===== src/rtl/i2c_slave_mem_bank_pkg.sv =====
// Shared definitions for the multi-address I2C slave register bank.
package i2c_slave_mem_bank_pkg;

   localparam int unsigned BYTE_W = 8;

   typedef enum logic [1:0] {
      ST_IDLE   = 2'd0,
      ST_WRITE  = 2'd1,
      ST_READ   = 2'd2,
      ST_IGNORE = 2'd3
   } state_e;

   // Index width for n entries; never narrower than one bit.
   function automatic int unsigned clog2_min1(input int unsigned n);
      return (n <= 2) ? 1 : $clog2(n);
   endfunction

endpackage


===== src/rtl/i2c_slave_mem_bank_addr_match.sv =====
// Parallel slave-address compare with lowest-index-wins priority encode.
module i2c_addr_match
   import i2c_slave_mem_bank_pkg::*;
#(
   parameter int unsigned ADDRESSLENGTH = 7,
   parameter int unsigned ADDRESSNUM    = 4,
   localparam int unsigned IW           = clog2_min1(ADDRESSNUM)
) (
   input  logic [ADDRESSLENGTH*ADDRESSNUM-1:0] addr_list,
   input  logic [ADDRESSLENGTH-1:0]            addr,
   output logic                                hit_c,
   output logic [IW-1:0]                       idx_c
);

   // Scan from the top so the lowest matching entry is the last to overwrite.
   always_comb begin
      hit_c = 1'b0;
      idx_c = '0;
      for (int i = int'(ADDRESSNUM) - 1; i >= 0; i--) begin
         if (addr_list[ADDRESSLENGTH*i +: ADDRESSLENGTH] == addr) begin
            hit_c = 1'b1;
            idx_c = IW'(i);
         end
      end
   end

endmodule


===== src/rtl/i2c_slave_mem_bank.sv =====
// I2C slave register memory: one byte bank per slave address, auto-increment
// pointer, read/write handshakes and a user-side combinational read port.
module i2c_slave_mem_bank
   import i2c_slave_mem_bank_pkg::*;
#(
   parameter int unsigned ADDRESSLENGTH = 7,
   parameter int unsigned ADDRESSNUM    = 4,
   parameter int unsigned NBYTES        = 4,
   parameter int unsigned WRAP          = 1,
   localparam int unsigned BW           = clog2_min1(ADDRESSNUM),
   localparam int unsigned PW           = clog2_min1(NBYTES)
) (
   input  logic                                Clk,
   input  logic                                Reset,
   input  logic [ADDRESSLENGTH*ADDRESSNUM-1:0] AddressList,
   input  logic                                AddrValid,
   input  logic [ADDRESSLENGTH-1:0]            Addr,
   input  logic                                RorW,
   input  logic                                WrValid,
   input  logic [BYTE_W-1:0]                   WrData,
   input  logic                                RdReq,
   input  logic                                Stop,
   output logic [BYTE_W-1:0]                   RdData,
   output logic                                RdValid,
   output logic                                Ack,
   output logic                                AddressFound,
   output logic [BW-1:0]                       BankSel,
   output logic                                Overflow,
   input  logic [BW-1:0]                       UserBank,
   input  logic [PW-1:0]                       UserByte,
   output logic [BYTE_W-1:0]                   UserData
);

   state_e              state_q, state_d;
   logic [PW-1:0]       ptr_q, ptr_d;
   logic [BYTE_W-1:0]   rd_data_q, rd_data_d;
   logic                rd_valid_q, rd_valid_d;
   logic                ack_q, ack_d;
   logic                found_q, found_d;
   logic [BW-1:0]       bank_q, bank_d;
   logic                ovf_q, ovf_d;
   logic                mem_we_c;
   logic                adv_c;
   logic                hit_c;
   logic [BW-1:0]       idx_c;
   logic [BYTE_W-1:0]   mem [ADDRESSNUM][NBYTES];

   i2c_addr_match #(
      .ADDRESSLENGTH (ADDRESSLENGTH),
      .ADDRESSNUM    (ADDRESSNUM)
   ) u_addr_match (
      .addr_list (AddressList),
      .addr      (Addr),
      .hit_c     (hit_c),
      .idx_c     (idx_c)
   );

   // Next-state and output decode; a new address always takes priority.
   always_comb begin
      state_d    = state_q;
      ptr_d      = ptr_q;
      rd_data_d  = rd_data_q;
      rd_valid_d = 1'b0;
      ack_d      = 1'b0;
      found_d    = found_q;
      bank_d     = bank_q;
      ovf_d      = ovf_q;
      mem_we_c   = 1'b0;
      adv_c      = 1'b0;

      if (AddrValid) begin
         ovf_d = 1'b0;
         if (hit_c) begin
            found_d = 1'b1;
            bank_d  = idx_c;
            ack_d   = 1'b1;
            ptr_d   = '0;
            state_d = RorW ? ST_READ : ST_WRITE;
         end else begin
            found_d = 1'b0;
            state_d = ST_IGNORE;
         end
      end else begin
         case (state_q)
            ST_WRITE: begin
               if (WrValid) begin
                  mem_we_c = 1'b1;
                  ack_d    = 1'b1;
                  adv_c    = 1'b1;
               end
            end
            ST_READ: begin
               if (RdReq) begin
                  rd_data_d  = mem[bank_q][ptr_q];
                  rd_valid_d = 1'b1;
                  adv_c      = 1'b1;
               end
            end
            default: ;
         endcase

         // At the last byte the pointer either wraps or parks and flags overflow.
         if (adv_c) begin
            if (ptr_q == PW'(NBYTES - 1)) begin
               if (WRAP != 0) ptr_d = '0;
               else           ovf_d = 1'b1;
            end else begin
               ptr_d = ptr_q + PW'(1);
            end
         end

         if (Stop) begin
            state_d = ST_IDLE;
            found_d = 1'b0;
         end
      end
   end

   always_ff @(posedge Clk) begin
      if (Reset) begin
         state_q    <= ST_IDLE;
         ptr_q      <= '0;
         rd_data_q  <= '0;
         rd_valid_q <= 1'b0;
         ack_q      <= 1'b0;
         found_q    <= 1'b0;
         bank_q     <= '0;
         ovf_q      <= 1'b0;
         mem        <= '{default: '0};
      end else begin
         state_q    <= state_d;
         ptr_q      <= ptr_d;
         rd_data_q  <= rd_data_d;
         rd_valid_q <= rd_valid_d;
         ack_q      <= ack_d;
         found_q    <= found_d;
         bank_q     <= bank_d;
         ovf_q      <= ovf_d;
         if (mem_we_c) mem[bank_q][ptr_q] <= WrData;
      end
   end

   assign RdData       = rd_data_q;
   assign RdValid      = rd_valid_q;
   assign Ack          = ack_q;
   assign AddressFound = found_q;
   assign BankSel      = bank_q;
   assign Overflow     = ovf_q;
   assign UserData     = mem[UserBank][UserByte];

endmodule


===== config.mk =====
export PLATFORM = sky130hd
export DESIGN_NAME = i2c_slave_mem_bank
export DESIGN_NICKNAME = d
export VERILOG_FILES = /design/src/rtl/i2c_slave_mem_bank_pkg.sv /design/src/rtl/i2c_slave_mem_bank_addr_match.sv /design/src/rtl/i2c_slave_mem_bank.sv
export SDC_FILE = /design/constraint.sdc
export NUM_CORES = 1
export LEC_CHECK = 0
export ABC_AREA = 1
export BUFFER_PORTS_ARGS = -buffer_cell sky130_fd_sc_hd__buf_2
export CAP_MARGIN = 15
export CELL_PAD_IN_SITES_DETAIL_PLACEMENT = 0
export CELL_PAD_IN_SITES_GLOBAL_PLACEMENT = 1
export CORE_MARGIN = 2
export CORE_UTILIZATION = 40
export CTS_CLUSTER_DIAMETER = 120
export DETAILED_ROUTE_END_ITERATION = 12
export PLACE_DENSITY = 0.75
export SETUP_SLACK_MARGIN = 0.15
export SYNTH_ARGS = -nofsm -noshare
export SYNTH_HDL_FRONTEND = slang
export SYNTH_SLANG_ARGS = --single-unit

===== constraint.sdc =====
create_clock -name Clk -period 2.9 [get_ports Clk]
set_input_delay 0.87 -clock Clk [delete_from_list [all_inputs] [get_ports Clk]]
set_output_delay 0.87 -clock Clk [all_outputs]
set_load 0.05 [all_outputs]

==> flow_summary.yaml <==
finish:
  register_area_um2: 2903
  drive_above_1_share_pct: 17.97
  multi_input_comb_area_um2: 4277
  final_area_um2: 9877
  nets: 1317
  finish.cell_count_without_fillers: 1534
  antenna_cells_inserted: 0
  postLayoutCoreUtil_pct: 51.25
  area_growth_pct: 26.65
  final.fill_count: 1921
worst_setup_path:
  cp_data_arrival_time_ps: 2030
  crit_path_start_kind: "input pin"
  crit_fanout: 8
  critPathCaptureType: "output port"
  critical_path.reg2reg.startpoint: "BankSel[1]"
  required_ps: 2030
  crit_type: "input pin to output port"
  crit_path_max_incr_delay_ps: 330
  ff2ff_path_depth: 10
  r2r_setup_slack_ps: 650
  slowest_library_cell_on_the_worst_path: "sky130_fd_sc_hd__o211ai_1"
  critical_register_to_register_path_endpoint: "RdData[5]"
  critical_path.cell_chain: "buf_12 -> buf_12 -> buf_8 -> a21oi_4 -> o21ai_2 -> o21ai_1 -> o211ai_1 -> nand2_2 -> buf_8"
floorplan:
  placementRows: 51
  start_util_pct: 40.47
  die_width_um: 143.6
  top_level_ports: 76
  die_area_um2: 20630
  floorplan.core_area_um2: 19270
  die_h_um: 143.6
power:
  power.density_nw_per_um2: 516.0
  total_power_mw: 5.097
  max-vdd-ir-drop_uv: 264.4
  leakage_nw: 4.192
clock_tree:
  cts_max_level: 4
  cts_inserted_buffers: 17
  clk_latency_worst_skew_pair_ps: 430
  clk_pin_slew_ps: 60
  cts_sinks: 145
  tritoncts: "done"
  cts.root.buffer_cell: "sky130_fd_sc_hd__clkbuf_16"
  cts.path.max_buffers: 2
timing:
  fin_setup_tns_ps: 0
  worstMarginPinSlew_ps: 570.5
  maxSlewHeadroom_pct: 61.92
  slew_violations: 0
  finalHoldViolations: 0
  fin_worst_skew_ps: 6.821
  final-setup-viol-count: 0
  fin_crit_sh_pct: 99.98
  grt_setup_unrepaired: "true"
  max_freq_ghz: 0.3449
  finalCriticalPeriod_ps: 2900
synth:
  main_combinational_cell_family_by_area_after_synthesis: "simple AND/OR/NAND/NOR gates"
  mappedNetlistNets: 1233
  yosys.area_share.simple_pct: 24.32
  synth.yosys.warnings: 0
  post_synth_fa_ha_maj_area_fraction_pct: 0.9626
  synthesized_instance_count: 1173
  synth_area_in_compound_gates_pct: 23.74
  synth.yosys.seq_area_share_pct: 37.22
  yosys.area_share.xor_xnor_pct: 0.8984
  avgSynthCellArea_um2: 6.649
  synth.cell_area_um2: 7799
  synth.mux.area_fraction_pct: 3.337
  netlist-cell-type-count: 30
  ys_seq_elements: 145
route:
  drcViolationCount: 0
  dr_total_vias: 8367
  drt_iter0_markers: 869
  vias_per_cell: 5.454
  dr.pass1.iters: 5
  avgRoutedWirePerCell_um: 19.22
  route.antenna.remaining_nets: 0
  wirelength_um: 29480
grt:
  grt_first_pass_wirelength_um: 44800
  grt_max_degree: 131
  grt_util_met2_pct: 46.49
  globalRoute.busiestLayer: "met2"
  grt_remaining_overflow: 0
  grt_antenna_before_repair: 0
  met3_usage_pct: 4.765
  grt_use_met1_pct: 38.17
  grt_pass1_vias: 7631
  global_route.usage.total_pct: 28.86
flow_run:
  max_cap_violations: 0
placement:
  placed_cells_incl_taps: 1488
  count_of_input_and_output_buffers: 74
  dp_hpwl_um: 19040
  placed_area_um2: 8635
  finalWeightedCongestion: 0.9013
min_path:
  hold_path_depth: 2
  holdCritStartpoint: "AddressFound"
  whs_endpoint: "AddressFound"
  hold_path_class: "flop to flop"
status:
  run_status: "finished, final reports clean"
## layout by cell type, fill, tap and decap left out, drive strengths merged, types with 23 or more instances in the layout
cell and n:
a21oi 92, nand3 32, o21ai 180, dfxtp 145
nand2 190, inv 113, buf 131, o211ai 35
mux2i 26, clkbuf 23, nor2 225
## sequential cells by signal, summed over array words and instances (netlist names)
signal / cells
RdData: 8
mem: 128
BankSel: 2
ptr_q: 2
RdValid: 1
state_q: 2
AddressFound: 1
Ack: 1
## cell usage after synthesis
cell type | instances | share of area, %
sky130_fd_sc_hd__nor2_2 | 11 | 0.88
sky130_fd_sc_hd__inv_2 | 14 | 0.67
sky130_fd_sc_hd__nor3_1 | 1 | 0.064
sky130_fd_sc_hd__nand3_2 | 1 | 0.13
sky130_fd_sc_hd__ha_1 | 6 | 0.96
sky130_fd_sc_hd__nand2_1 | 184 | 8.9
sky130_fd_sc_hd__o221ai_1 | 9 | 1.0
sky130_fd_sc_hd__conb_1 | 1 | 0.048
sky130_fd_sc_hd__nand4_1 | 19 | 1.5
sky130_fd_sc_hd__clkbuf_2 | 1 | 0.064
sky130_fd_sc_hd__nand3_1 | 31 | 2.0
sky130_fd_sc_hd__nor2_4 | 1 | 0.14
sky130_fd_sc_hd__a21oi_1 | 92 | 5.9
sky130_fd_sc_hd__inv_1 | 99 | 4.8
sky130_fd_sc_hd__xnor2_1 | 8 | 0.90
sky130_fd_sc_hd__o2111ai_1 | 2 | 0.22
sky130_fd_sc_hd__nor2_1 | 213 | 10
sky130_fd_sc_hd__buf_2 | 22 | 1.4
sky130_fd_sc_hd__a31oi_1 | 1 | 0.080
sky130_fd_sc_hd__mux2i_1 | 26 | 3.3
sky130_fd_sc_hd__o22ai_1 | 2 | 0.16
sky130_fd_sc_hd__clkbuf_1 | 39 | 1.9
sky130_fd_sc_hd__o21ai_0 | 180 | 12
sky130_fd_sc_hd__nand2_2 | 6 | 0.48
sky130_fd_sc_hd__dfxtp_1 | 145 | 37
sky130_fd_sc_hd__buf_1 | 2 | 0.096
sky130_fd_sc_hd__a22oi_1 | 15 | 1.4
sky130_fd_sc_hd__buf_4 | 5 | 0.48
sky130_fd_sc_hd__o211ai_1 | 35 | 3.4
sky130_fd_sc_hd__clkinv_1 | 2 | 0.096
## power breakdown
group,total (mW),switching (mW),internal (mW)
logic,0.662,0.405,0.257
registers,2.01,0.00877,2.00
clock network,2.42,0.895,1.53
total,5.10,1.31,3.79
## routing by layer
metal	up-vias	part of all wire [%]
met5	-	0
met4	0	3.6
met3	74	7.7
met2	373	46
met1	3859	43
li1	4061	-
## kinds of logic (layout without fill, tap and decap cells)
kind of cell / Yosys count / count (layout)
fa+ha+maj: 6 / 6
mux: 26 / 26
simple gates: 467 / 467
xor+xnor: 8 / 8
buf+inv: 184 / 280
other cells: 1 / 1
flops: 145 / 145
compound gates: 336 / 336
## worst max-delay path: cells and delay by family
kind                   cells  cell delay (ps)
buffers and inverters      4              530
AO/OA/AOI/OAI              4              500
AND/OR/NAND/NOR            1              110
## per-stage QoR
step / setup slack, ps / hold WS (ps)
floorplan: 175.0 / 433.6
global placement: -156.1 / 449.3
detailed placement: -213.1 / 463.2
CTS: 20.49 / 472.3
global route: -57.25 / 492.1
finish: 0.4776 / 467.6
## layout make-up
type                            count  area share [%]
Multi-Input combinational cell    844           43.30
Sequential cell                   145           29.39
Timing Repair Buffer              134           13.07
Clock buffer                       22           4.902
Inverter                          115           4.421
Tap cell                          265           3.357
Clock inverter                      9           1.558
## how the worst max path moves through the flow
stage,startpoint,slack (ps),endpoint
after floorplan,UserBank[0],180,UserData[3]
after global placement,UserBank[1],-160,UserData[5]
after detailed placement,UserBank[1],-210,UserData[5]
after CTS,UserBank[1],20,UserData[0]
after global routing,UserBank[0],-60,UserData[3]
final,UserBank[1],0.5,UserData[4]
## timing repair
item,4_1_cts,5_1_grt
setup buffers,3,2
hold buffers,0,0
setup endpoints to repair,8,8
cloned,9,1
resized for setup,80,20
pin swaps,25,10
Power figures use the tool's default switching activity.
